$ cat src/rtl/pipe_stage_reg.sv
// Pipeline-boundary register with valid/ready handshake, an optional
// two-entry skid buffer, flush with bubble injection and saturating
// stall / flush-drop statistics counters.
module pipe_stage_reg #(
  parameter int                   DATA_W     = 64,
  parameter logic [DATA_W-1:0]    BUBBLE_VAL = '0,
  parameter bit                   SKID_EN    = 1'b1,
  parameter int                   CNT_W      = 16
) (
  input  logic              clk,
  input  logic              rst_n,
  input  logic              valid_i,
  output logic              ready_o,
  input  logic [DATA_W-1:0] data_i,
  output logic              valid_o,
  input  logic              ready_i,
  output logic [DATA_W-1:0] data_o,
  input  logic              flush_i,
  input  logic              cnt_clr_i,
  output logic [CNT_W-1:0]  stall_cnt_o,
  output logic [CNT_W-1:0]  flush_drop_cnt_o
);

  // EMPTY: nothing held. BUSY: main entry held. FULL: main + skid held.
  typedef enum logic [1:0] {
    ST_EMPTY = 2'd0,
    ST_BUSY  = 2'd1,
    ST_FULL  = 2'd2
  } state_t;

  localparam logic [CNT_W-1:0] CNT_MAX = {CNT_W{1'b1}};

  state_t              state_q, state_d;
  logic [DATA_W-1:0]   main_q, main_d;
  logic [DATA_W-1:0]   skid_q, skid_d;
  logic [CNT_W-1:0]    stall_cnt_q, stall_cnt_d;
  logic [CNT_W-1:0]    drop_cnt_q, drop_cnt_d;

  logic                in_fire;
  logic                out_fire;
  logic [1:0]          held_n;
  logic [1:0]          drop_n;
  logic [CNT_W+1:0]    drop_sum;

  // The head of the queue is always the main entry; the bubble value is
  // substituted whenever nothing valid is presented downstream.
  assign valid_o  = (state_q != ST_EMPTY);
  assign data_o   = valid_o ? main_q : BUBBLE_VAL;
  assign in_fire  = valid_i & ready_o;
  assign out_fire = valid_o & ready_i;

  // ready_o generation depends on whether the skid buffer exists.
  generate
    if (SKID_EN) begin : g_skid_ready
      logic ready_q, ready_d;

      // ready_o is registered: it only depends on the next state, which
      // breaks any combinational ready_i -> ready_o path.
      always_comb begin
        ready_d = (state_d != ST_FULL);
      end

      // Registered ready flop, high out of reset.
      always_ff @(posedge clk or negedge rst_n) begin
        if (!rst_n) begin
          ready_q <= 1'b1;
        end else begin
          ready_q <= ready_d;
        end
      end

      assign ready_o = ready_q;
    end else begin : g_comb_ready
      // Single entry: accept when empty or when the held entry leaves now.
      assign ready_o = ~valid_o | ready_i;
    end
  endgenerate

  // Next-state and payload movement; flush overrides every transition.
  always_comb begin
    state_d = state_q;
    main_d  = main_q;
    skid_d  = skid_q;

    if (flush_i) begin
      state_d = ST_EMPTY;
    end else begin
      case (state_q)
        ST_EMPTY: begin
          if (in_fire) begin
            state_d = ST_BUSY;
            main_d  = data_i;
          end
        end
        ST_BUSY: begin
          if (in_fire && out_fire) begin
            main_d = data_i;
          end else if (in_fire && !out_fire) begin
            // Only reachable with the skid buffer: without it ready_o is
            // low whenever the held entry is stalled.
            if (SKID_EN) begin
              state_d = ST_FULL;
              skid_d  = data_i;
            end
          end else if (!in_fire && out_fire) begin
            state_d = ST_EMPTY;
          end
        end
        ST_FULL: begin
          // ready_o is low here, so only the drain side can move.
          if (out_fire) begin
            state_d = ST_BUSY;
            main_d  = skid_q;
          end
        end
        default: begin
          state_d = ST_EMPTY;
        end
      endcase
    end
  end

  // Number of valid entries lost to a flush this cycle: held entries not
  // delivered downstream, plus an incoming payload that was accepted.
  always_comb begin
    held_n = 2'd0;
    case (state_q)
      ST_BUSY: held_n = 2'd1;
      ST_FULL: held_n = 2'd2;
      default: held_n = 2'd0;
    endcase
    drop_n   = held_n - {1'b0, out_fire} + {1'b0, in_fire};
    drop_sum = (CNT_W+2)'(drop_cnt_q) + (CNT_W+2)'(drop_n);
  end

  // Saturating statistics counters; clear wins over any increment.
  always_comb begin
    stall_cnt_d = stall_cnt_q;
    drop_cnt_d  = drop_cnt_q;

    if (cnt_clr_i) begin
      stall_cnt_d = '0;
      drop_cnt_d  = '0;
    end else begin
      if (valid_o && !ready_i && (stall_cnt_q != CNT_MAX)) begin
        stall_cnt_d = stall_cnt_q + 1'b1;
      end
      if (flush_i) begin
        if (drop_sum > (CNT_W+2)'(CNT_MAX)) begin
          drop_cnt_d = CNT_MAX;
        end else begin
          drop_cnt_d = drop_sum[CNT_W-1:0];
        end
      end
    end
  end

  // State, payload and counter registers; reset discards everything.
  always_ff @(posedge clk or negedge rst_n) begin
    if (!rst_n) begin
      state_q     <= ST_EMPTY;
      main_q      <= BUBBLE_VAL;
      skid_q      <= BUBBLE_VAL;
      stall_cnt_q <= '0;
      drop_cnt_q  <= '0;
    end else begin
      state_q     <= state_d;
      main_q      <= main_d;
      skid_q      <= skid_d;
      stall_cnt_q <= stall_cnt_d;
      drop_cnt_q  <= drop_cnt_d;
    end
  end

  assign stall_cnt_o      = stall_cnt_q;
  assign flush_drop_cnt_o = drop_cnt_q;

endmodule

$ cat config.mk
export PLATFORM = sky130hd
export DESIGN_NAME = pipe_stage_reg
export DESIGN_NICKNAME = d
export VERILOG_FILES = /design/src/rtl/pipe_stage_reg.sv
export SDC_FILE = /design/constraint.sdc
export NUM_CORES = 1
export LEC_CHECK = 0
export BUFFER_PORTS_ARGS = -buffer_cell sky130_fd_sc_hd__buf_2
export CORE_MARGIN = 2
export CORE_UTILIZATION = 45
export DETAILED_ROUTE_END_ITERATION = 10
export PLACE_DENSITY_LB_ADDON = 0.1
export SLEW_MARGIN = 20
export SYNTH_ARGS = -nofsm -noshare
export SYNTH_HDL_FRONTEND = slang
export SYNTH_SLANG_ARGS = --single-unit
$ cat constraint.sdc
create_clock -name clk -period 3.8 [get_ports clk]
set_input_delay 0 -clock clk [delete_from_list [all_inputs] [get_ports clk]]
set_output_delay 0 -clock clk [all_outputs]
set_load 0.01 [all_outputs]
=== Word-level counts from Yosys, hierarchy flattened ===
Index checks and enable logic that the tools add are counted.

* Reductions and logical operators: 15
* Magnitude comparators: 1
* Bitwise operators: 4
* Equality and inequality tests: 7
* Add/subtract/negate cells: 4
* Multiplexer cells: 18

{| class="wikitable"
|+ Operators by type and width
! cell !! count
|-
| 2-to-1 mux 64 bit || 4
|-
| case mux 64 bit (3 select lines) || 1
|-
| 2-to-1 mux 16 bit || 5
|-
| adder 16 x 2 -> 17 bit || 1
|-
| > comparator 17 x 16 -> 1 bit, second input constant || 1
|-
| adder 16 x 1 -> 16 bit, second input constant || 1
|-
| != test 16 bit, second input constant || 1
|-
| 2-to-1 mux 2 bit || 6
|-
| != test 2 bit, second input constant || 4
|-
| case mux 2 bit (3 select lines) || 1
|-
| nonzero test 2 bit || 3
|-
| logical AND 1 bit || 5
|-
| AND reduction 5 bit || 1
|-
| case mux 2 bit (2 select lines) || 1
|-
| AND reduction 4 bit || 1
|-
| zero test 1 bit || 3
|-
| nonzero test 3 bit || 1
|-
| adder 2 x 1 -> 2 bit || 1
|-
| bitwise AND 1 bit || 2
|-
| equality test 2 x 1 -> 1 bit, second input constant || 1
|-
| equality test 2 bit, second input constant || 1
|-
| zero test 2 bit || 1
|-
| inverter 1 bit || 2
|-
| subtractor 2 x 1 -> 2 bit || 1
|}

* Word-level logic and storage cells: 55
* Bits of input ports: 70
* Bits in registers: 163

=== Logic depth before layout (Yosys ltp) ===
Gate-level depths: netlist (run 1).

* Depth after elaboration: 9
* Depth in mapped cells: 11

=== Worst setup path after synthesis (run 1) ===
OpenSTA, ideal clock, no wires.

* Path kind: flip-flop to flip-flop
* From: register state_q[1]
* To: register drop_cnt_q[13] (netlist: flush_drop_cnt_o[13])
* Slack: 1.264 ns
* Data arrival time: 2.437 ns
* Cell stages (with the launch flop): 11
* Setup time: 0.099 ns
* Required time: 3.701 ns
* Path through: dfrtp_1 -> buf_2 -> nand2_1 -> o21ai_0 -> ha_1 -> xnor2_1 -> inv_1 -> fa_1 -> nor3_1 -> and3b_1 -> a311oi_1

* Cells in the longest elaborated chain, start to end: 9
* Elaborated cells between the ends (all ways): 12

{| class="wikitable"
|+ RTL lines
! element !! RTL line !! RTL
|-
| start: declaration || 33 || <nowiki>state_t state_q, state_d;</nowiki>
|-
| start signal: assignment || 167 || <nowiki>state_q <= state_d;</nowiki>
|-
| equality test 2 bit, or another cell as far along || 127 || <nowiki>case (state_q)</nowiki>
|-
| case mux 2 bit (2 select lines) / bitwise AND 1 bit (equally long branches) || 127, 50 ||
|-
| subtractor 2 x 1 -> 2 bit (*) || 132 || <nowiki>drop_n = held_n - {1'b0, out_fire} + {1'b0, in_fire};</nowiki>
|-
| adder 2 x 1 -> 2 bit (*) || 132 ||
|-
| adder 16 x 2 -> 17 bit (*) || 133 || <nowiki>drop_sum = (CNT_W+2)'(drop_cnt_q) + (CNT_W+2)'(drop_n);</nowiki>
|-
| > comparator 17 x 16 -> 1 bit || 149 || <nowiki>if (drop_sum > (CNT_W+2)'(CNT_MAX)) begin</nowiki>
|-
| 2-to-1 mux 16 bit (*) || 149 ||
|-
| 2-to-1 mux 16 bit (*) || 148 || <nowiki>if (flush_i) begin</nowiki>
|-
| 2-to-1 mux 16 bit (*) || 141 || <nowiki>if (cnt_clr_i) begin</nowiki>
|-
| end signal: assignment || 171 || <nowiki>drop_cnt_q <= drop_cnt_d;</nowiki>
|-
| end: declaration || 37 || <nowiki>logic [CNT_W-1:0] drop_cnt_q, drop_cnt_d;</nowiki>
|}

Every way passes the cells marked *; elsewhere a longest branch is shown, timed or not. The select of a mux whose other input is x is not followed.
A chain may end at the register's enable or synchronous reset.

=== Final worst setup path (run 1) ===
* From: register state_q[0]
* To: register drop_cnt_q[9] (netlist: flush_drop_cnt_o[9])

Same word-level chain as after synthesis.

==> flow_summary.ini, run 1 <==
[final_layout]
final_nets = 1060
final_cell_mix = nand2_1, buf_2, dfrtp_1
final_common_cell = nand2_1
drive_above_1_share = 0.324
syn_to_final_growth_pct = 26.9
final_util = 0.588
fillCellCount = 1524

[logic_synthesis]
ys_seq_area_frac = 0.506
ys_ff_latch = 163
syn_area_um2 = 8070
synthArstFlopShare = 1.00
synth_warnings = 0
synth.area.top_cells = dfrtp_1, mux2_2, nand2_1
synth-edff-count = 0
syn_inst = 770
ys_types = 50
syn_nets = 845
yosys.area.top_type = dfrtp_1
synth_top_area_share = 0.502
avgSynthCellArea_um2 = 10.5
synth-main-ff-cell = dfrtp_1

[global_routing]
grt_pass1_wl_um = 31200
track_usage = 0.208
grt_busiest_layer = met2
grt_use_met1 = 0.269
grt_util_met3 = 0.0409
use_met2 = 0.353
grt-ovfl-total = 0
grt_max_degree = 84
grt_pass1_vias = 6393
antenna_found_initial = 1

[setup_path]
rr_worst_depth = 9
crit_cells = 9
startpoint_type = flip-flop
cp.required_ns = 4.11
ff2ff_setup_slack_ns = 0.69
crit_path_end_kind = flip-flop
max_stage_delay_ns = 0.66
slowest_stage = nor3_1
critPathKind = flip-flop to flip-flop
path_max_fanout = 8
crit_chain = nand2b_1, o21ai_0, ha_1, xnor2_1, inv_1, fa_1, nor3_1, nand2_1, a311oi_1
cp_num_buf_inv = 1
cp.arrival_ns = 3.43
crit_family = simple AND/OR/NAND/NOR gates

[clock_tree]
cts.sinks = 163
post_cts_buffers = 0
numCtsBuffers = 17
path_clk_slew_ns = 0.06
cts_root_buffer = clkbuf_16
cts_tree = done
htreeDepth = 4
clkLatencyLatePin_ns = 0.41
cts_buffer_depth = 2

[timing]
finalHoldViolCount = 0
setup-tns-final_ns = 0
hold_slack_ns = 0.0771
rsz0062_at_grt = no
tightest_slew_ns = 0.937
fmax_ghz = 0.321
fin_crit_sh = 0.819
final-max-slew-violation-count = 0
setup_violations = 0
layout_min_cycle_time_ns = 3.11
skew_ns = 0.00906
relSlewSlack = 0.376

[detailed_routing]
drc_errors = 0
vias = 6400
first_pass_iters = 5
drt_iter0_drc = 233
wirelength_um = 19400
ant_nets = 0
vias_per_cell = 5.24
wire_per_inst_um = 15.9

[floorplan]
design.core.area_um2 = 17400
io_pins = 168
dieArea_um2 = 19000
die_w_um = 138
fp-row-count = 48
initial_core_util = 0.463
die_h_um = 138

[power]
combPwrFrac = 0.177
clock_power_share = 0.341
power_density_nw_per_um2 = 461
ir_drop_mv = 0.305
p_int_mw = 3.54
p_sw_frac = 0.249
leakage_nw = 5.02
p_seq_frac = 0.481
p_switching_mw = 1.18

[hold_path]
hp-class = input pin to flip-flop
min_path_cells = 5

[placed_design]
gp_congestion = 0.918
dp_hpwl_um = 12300
portBuffers = 167

[job]
cap_violations = 0

[status]
status = finished, final reports clean
==> synth_stat cells, types with 4 or more instances <==
cell	count
a211oi_1	9
buf_1	9
ha_1	4
o21ai_0	8
clkbuf_1	19
buf_6	12
mux2_1	20
a31oi_1	9
nand3_1	10
mux2_2	114
nor2b_1	6
nand4_1	4
and2_1	67
inv_1	11
a21oi_1	16
or4_1	5
nor3_1	5
nand2b_1	4
o31ai_1	5
dfrtp_1	162
a311oi_1	6
nor2_1	13
nand2_1	204
and3_1	10
==> worst register-to-register path, delay by kind of cell, from the launching register on <==
| kind | cells | cell delay, ns |
|---|---|---|
| buffers and inverters | 1 | 0.08 |
| AOI/OAI and AO/OA | 2 | 0.53 |
| and+or+nand+nor | 3 | 1.10 |
| adders and majority gates | 2 | 0.65 |
| xor gates and xnor gates | 1 | 0.14 |
| DFF | 1 | 0.51 |
==> kinds of logic after synthesis <==
group,synth area share
adders and majority gates,0.00869
xor gates and xnor gates,0.00109
and+or+nand+nor,0.201
DFF,0.506
AOI/OAI and AO/OA,0.0572
buffers and inverters,0.0383
muxes,0.188
==> sequential cells by signal, summed over array words and instances, names as in the netlist <==
name,flops
flush_drop_cnt_o,16
main_q,64
skid_q,64
stall_cnt_o,16
state_q,2
ready_o,1
==> worst paths after layout <==
kind,start,end
setup / recovery,state_q[0],flush_drop_cnt_o[9]
hold / removal,valid_i,state_q[0]
setup reg to reg,state_q[0],flush_drop_cnt_o[9]
hold reg to reg,main_q[49],main_q[49]
max in group asynchronous,rst_n,skid_q[54]
min in group asynchronous,rst_n,skid_q[59]
==> through the flow <==
stage	cell area, um^2	power [mW]	std cells	worst slack, ns
6_report	10200	4.72	1222	0.689
5_1_grt	10200	4.97	1222	0.382
4_1_cts	10200	4.78	1220	0.731
3_5_place_dp	8990	3.09	1123	0.707
3_3_place_gp	8990	3.04	1123	0.842
2_1_floorplan	8070	2.80	770	1.26
==> layer usage <==
metal / wire length, um / part of all wire / vias to the layer above
li1: - / - / 3044
met1: 8640 / 0.45 / 3149
met2: 9440 / 0.49 / 182
met3: 1040 / 0.054 / 25
met4: 260 / 0.013 / 0
met5: 0 / 0 / -
==> layout make-up <==
cell class / instances / area, um^2 / share of cell area
antenna: 1 / 2.50 / 0.000244
timing repair buffer: 241 / 1590 / 0.155
clock inverter: 4 / 48.8 / 0.00477
clock buffer: 26 / 499 / 0.0488
tap: 225 / 282 / 0.0275
multi-input combinational: 551 / 3690 / 0.361
inverter: 11 / 41.3 / 0.00403
sequential: 163 / 4080 / 0.399
==> timing repair <==
item                                   CTS  global route
gates resized for setup                  0             0
endpoints found under the hold margin  212             0
setup endpoints to repair                0             0
hold buffers                            67             0
==> power groups by stage <==
stage / clock [mW] / combinational [mW] / sequential (mW)
2_1_floorplan: 0 / 0.555 / 2.24
3_3_place_gp: 0 / 0.764 / 2.27
3_5_place_dp: 0 / 0.794 / 2.30
4_1_cts: 1.66 / 0.849 / 2.27
5_1_grt: 1.73 / 0.930 / 2.32
6_report: 1.61 / 0.836 / 2.27
(Power assumes the default switching activity.)
==> run 2: changes to the inputs <==
clock period = 2.9 ns   (was 3.8 ns; I/O delays follow)
==> flow_summary.ini, run 2 (same netlist as run 1, synthesis figures left out) <==
[setup_path]
critPathKind = flip-flop to flip-flop
crit_path_end_kind = flip-flop
slowest_stage = dfrtp_2
cp.required_ns = 3.17
cp.arrival_ns = 2.95
cp_num_buf_inv = 2
crit_chain = nand2_1, o21ai_0, ha_1, xnor2_1, inv_1, fa_1, nand3b_1, nor4_1, buf_4, and4b_1, a211oi_1
max_stage_delay_ns = 0.46
path_max_fanout = 10
crit_cells = 11
crit_family = simple AND/OR/NAND/NOR gates
startpoint_type = flip-flop
rr_worst_depth = 11

[timing]
final-max-slew-violation-count = 0
hold_slack_ns = 0.0900
setup-tns-final_ns = 0
fmax_ghz = 0.374
setup_violations = 0
layout_min_cycle_time_ns = 2.68
fin_crit_sh = 0.923
skew_ns = 0.00880
tightest_slew_ns = 0.817
relSlewSlack = 0.448
rsz0062_at_grt = no
finalHoldViolCount = 0

[detailed_routing]
drt_iter0_drc = 360
wirelength_um = 19400
vias = 6344
drc_errors = 0
first_pass_iters = 4
wire_per_inst_um = 15.7
ant_nets = 0
vias_per_cell = 5.15

[final_layout]
seq_area_um2 = 4080
drive_above_1_share = 0.335
final_common_cell = nand2_1
fillCellCount = 1508
multi_input_area_um2 = 3690
final_nets = 1069
diodes = 0
largestRegisters = main_q: 64 flops, skid_q: 64 flops
syn_to_final_growth_pct = 29.0
final_cell_mix = nand2_1, buf_2, dfrtp_1

[power]
leakage_nw = 5.10
combPwrFrac = 0.171
p_int_mw = 4.92
ir_drop_mv = 0.458
p_sw_frac = 0.242
clock_power_share = 0.371
p_seq_frac = 0.458
power_density_nw_per_um2 = 624
p_switching_mw = 1.57

[floorplan]
io_pins = 168
fp-row-count = 48
dieArea_um2 = 19000
initial_core_util = 0.463
die_h_um = 138
die_w_um = 138
design.core.area_um2 = 17400

[clock_tree]
path_clk_slew_ns = 0.06
htreeDepth = 4
cts_root_buffer = clkbuf_16
cts_tree = done
cts.sinks = 163
numCtsBuffers = 17
cts_buffer_depth = 2
clkLatencyLatePin_ns = 0.42

[placed_design]
dp_hpwl_um = 12300
portBuffers = 167
gp_congestion = 0.883

[global_routing]
grt-ovfl-total = 0
grt_pass1_vias = 6328
track_usage = 0.210
antenna_found_initial = 0
grt_max_degree = 87
grt_pass1_wl_um = 31200

[hold_path]
hp-class = input pin to flip-flop
min_path_cells = 5

[status]
status = finished, final reports clean

[job]
cap_violations = 0
==> run 2: cell count changes in the layout (fill, tap and decap cells not counted), sizes merged <==
cell and delta:
buf +9, clkbuf -1, clkinv -3, diode -1
clkinvlp +2, bufinv +3, inv +1
==> run 2: tightest hold or removal path, cell delays in order <==
cell and delay [ns]:
buf_2 0.13, nand3_1 0.08, o21ai_0 0.09, nand2b_1 0.08, a21oi_1 0.07
==> run 2: through the flow <==
step           instance area, um^2  total power, mW  setup slack, ns   util  std cells
2_1_floorplan                 8070             3.67            0.364      -        770
3_3_place_gp                  9080             3.99            0.284  0.522       1132
3_5_place_dp                  9080             4.07            0.235  0.522       1132
4_1_cts                      10400             6.58            0.177  0.597       1231
5_1_grt                      10400             6.84           0.0138  0.598       1232
6_report                     10400             6.49            0.223  0.598       1232
==> run 2: layer usage <==
metal / vias up / track usage / routed length (um)
met3: 10 / 0.0395 / 964
met4: 0 / 0.0612 / 117
met2: 161 / 0.349 / 9530
met5: - / 0 / 0
li1: 3069 / - / -
met1: 3104 / 0.280 / 8780
==> run 2: layout make-up <==
cell class                      count  share of cell area
Sequential cell                   163               0.392
Multi-Input combinational cell    551               0.355
Clock inverter                      7              0.0138
Clock buffer                       25              0.0476
Tap cell                          225              0.0270
Inverter                           11             0.00397
Timing Repair Buffer              250               0.160
==> run 2: final timing paths <==
path / slack, ns / startpoint / to
hold / removal: 0.09 / valid_i / state_q[0]
min in group asynchronous: 0.20 / rst_n / main_q[6]
max in group asynchronous: 1.76 / rst_n / main_q[54]
setup / recovery: 0.22 / state_q[1] / flush_drop_cnt_o[14]
setup reg to reg: 0.22 / state_q[1] / flush_drop_cnt_o[14]
hold reg to reg: 0.48 / main_q[58] / main_q[58]
==> run 2: timing repair <==
item | in CTS | in global routing
setup endpoints to repair | 0 | 4
hold buffers | 67 | 0
setup buffers | 0 | 1
hold endpoints to repair | 215 | 0
gates resized for setup | 0 | 2
==> run 2: power groups by stage <==
stage          Combinational (mW)  Clock (mW)  Sequential (mW)
2_1_floorplan               0.727           0             2.94
3_5_place_dp                 1.06           0             3.01
3_3_place_gp                 1.01           0             2.97
6_report                     1.11        2.41             2.97
4_1_cts                      1.13        2.48             2.97
5_1_grt                      1.23        2.58             3.03
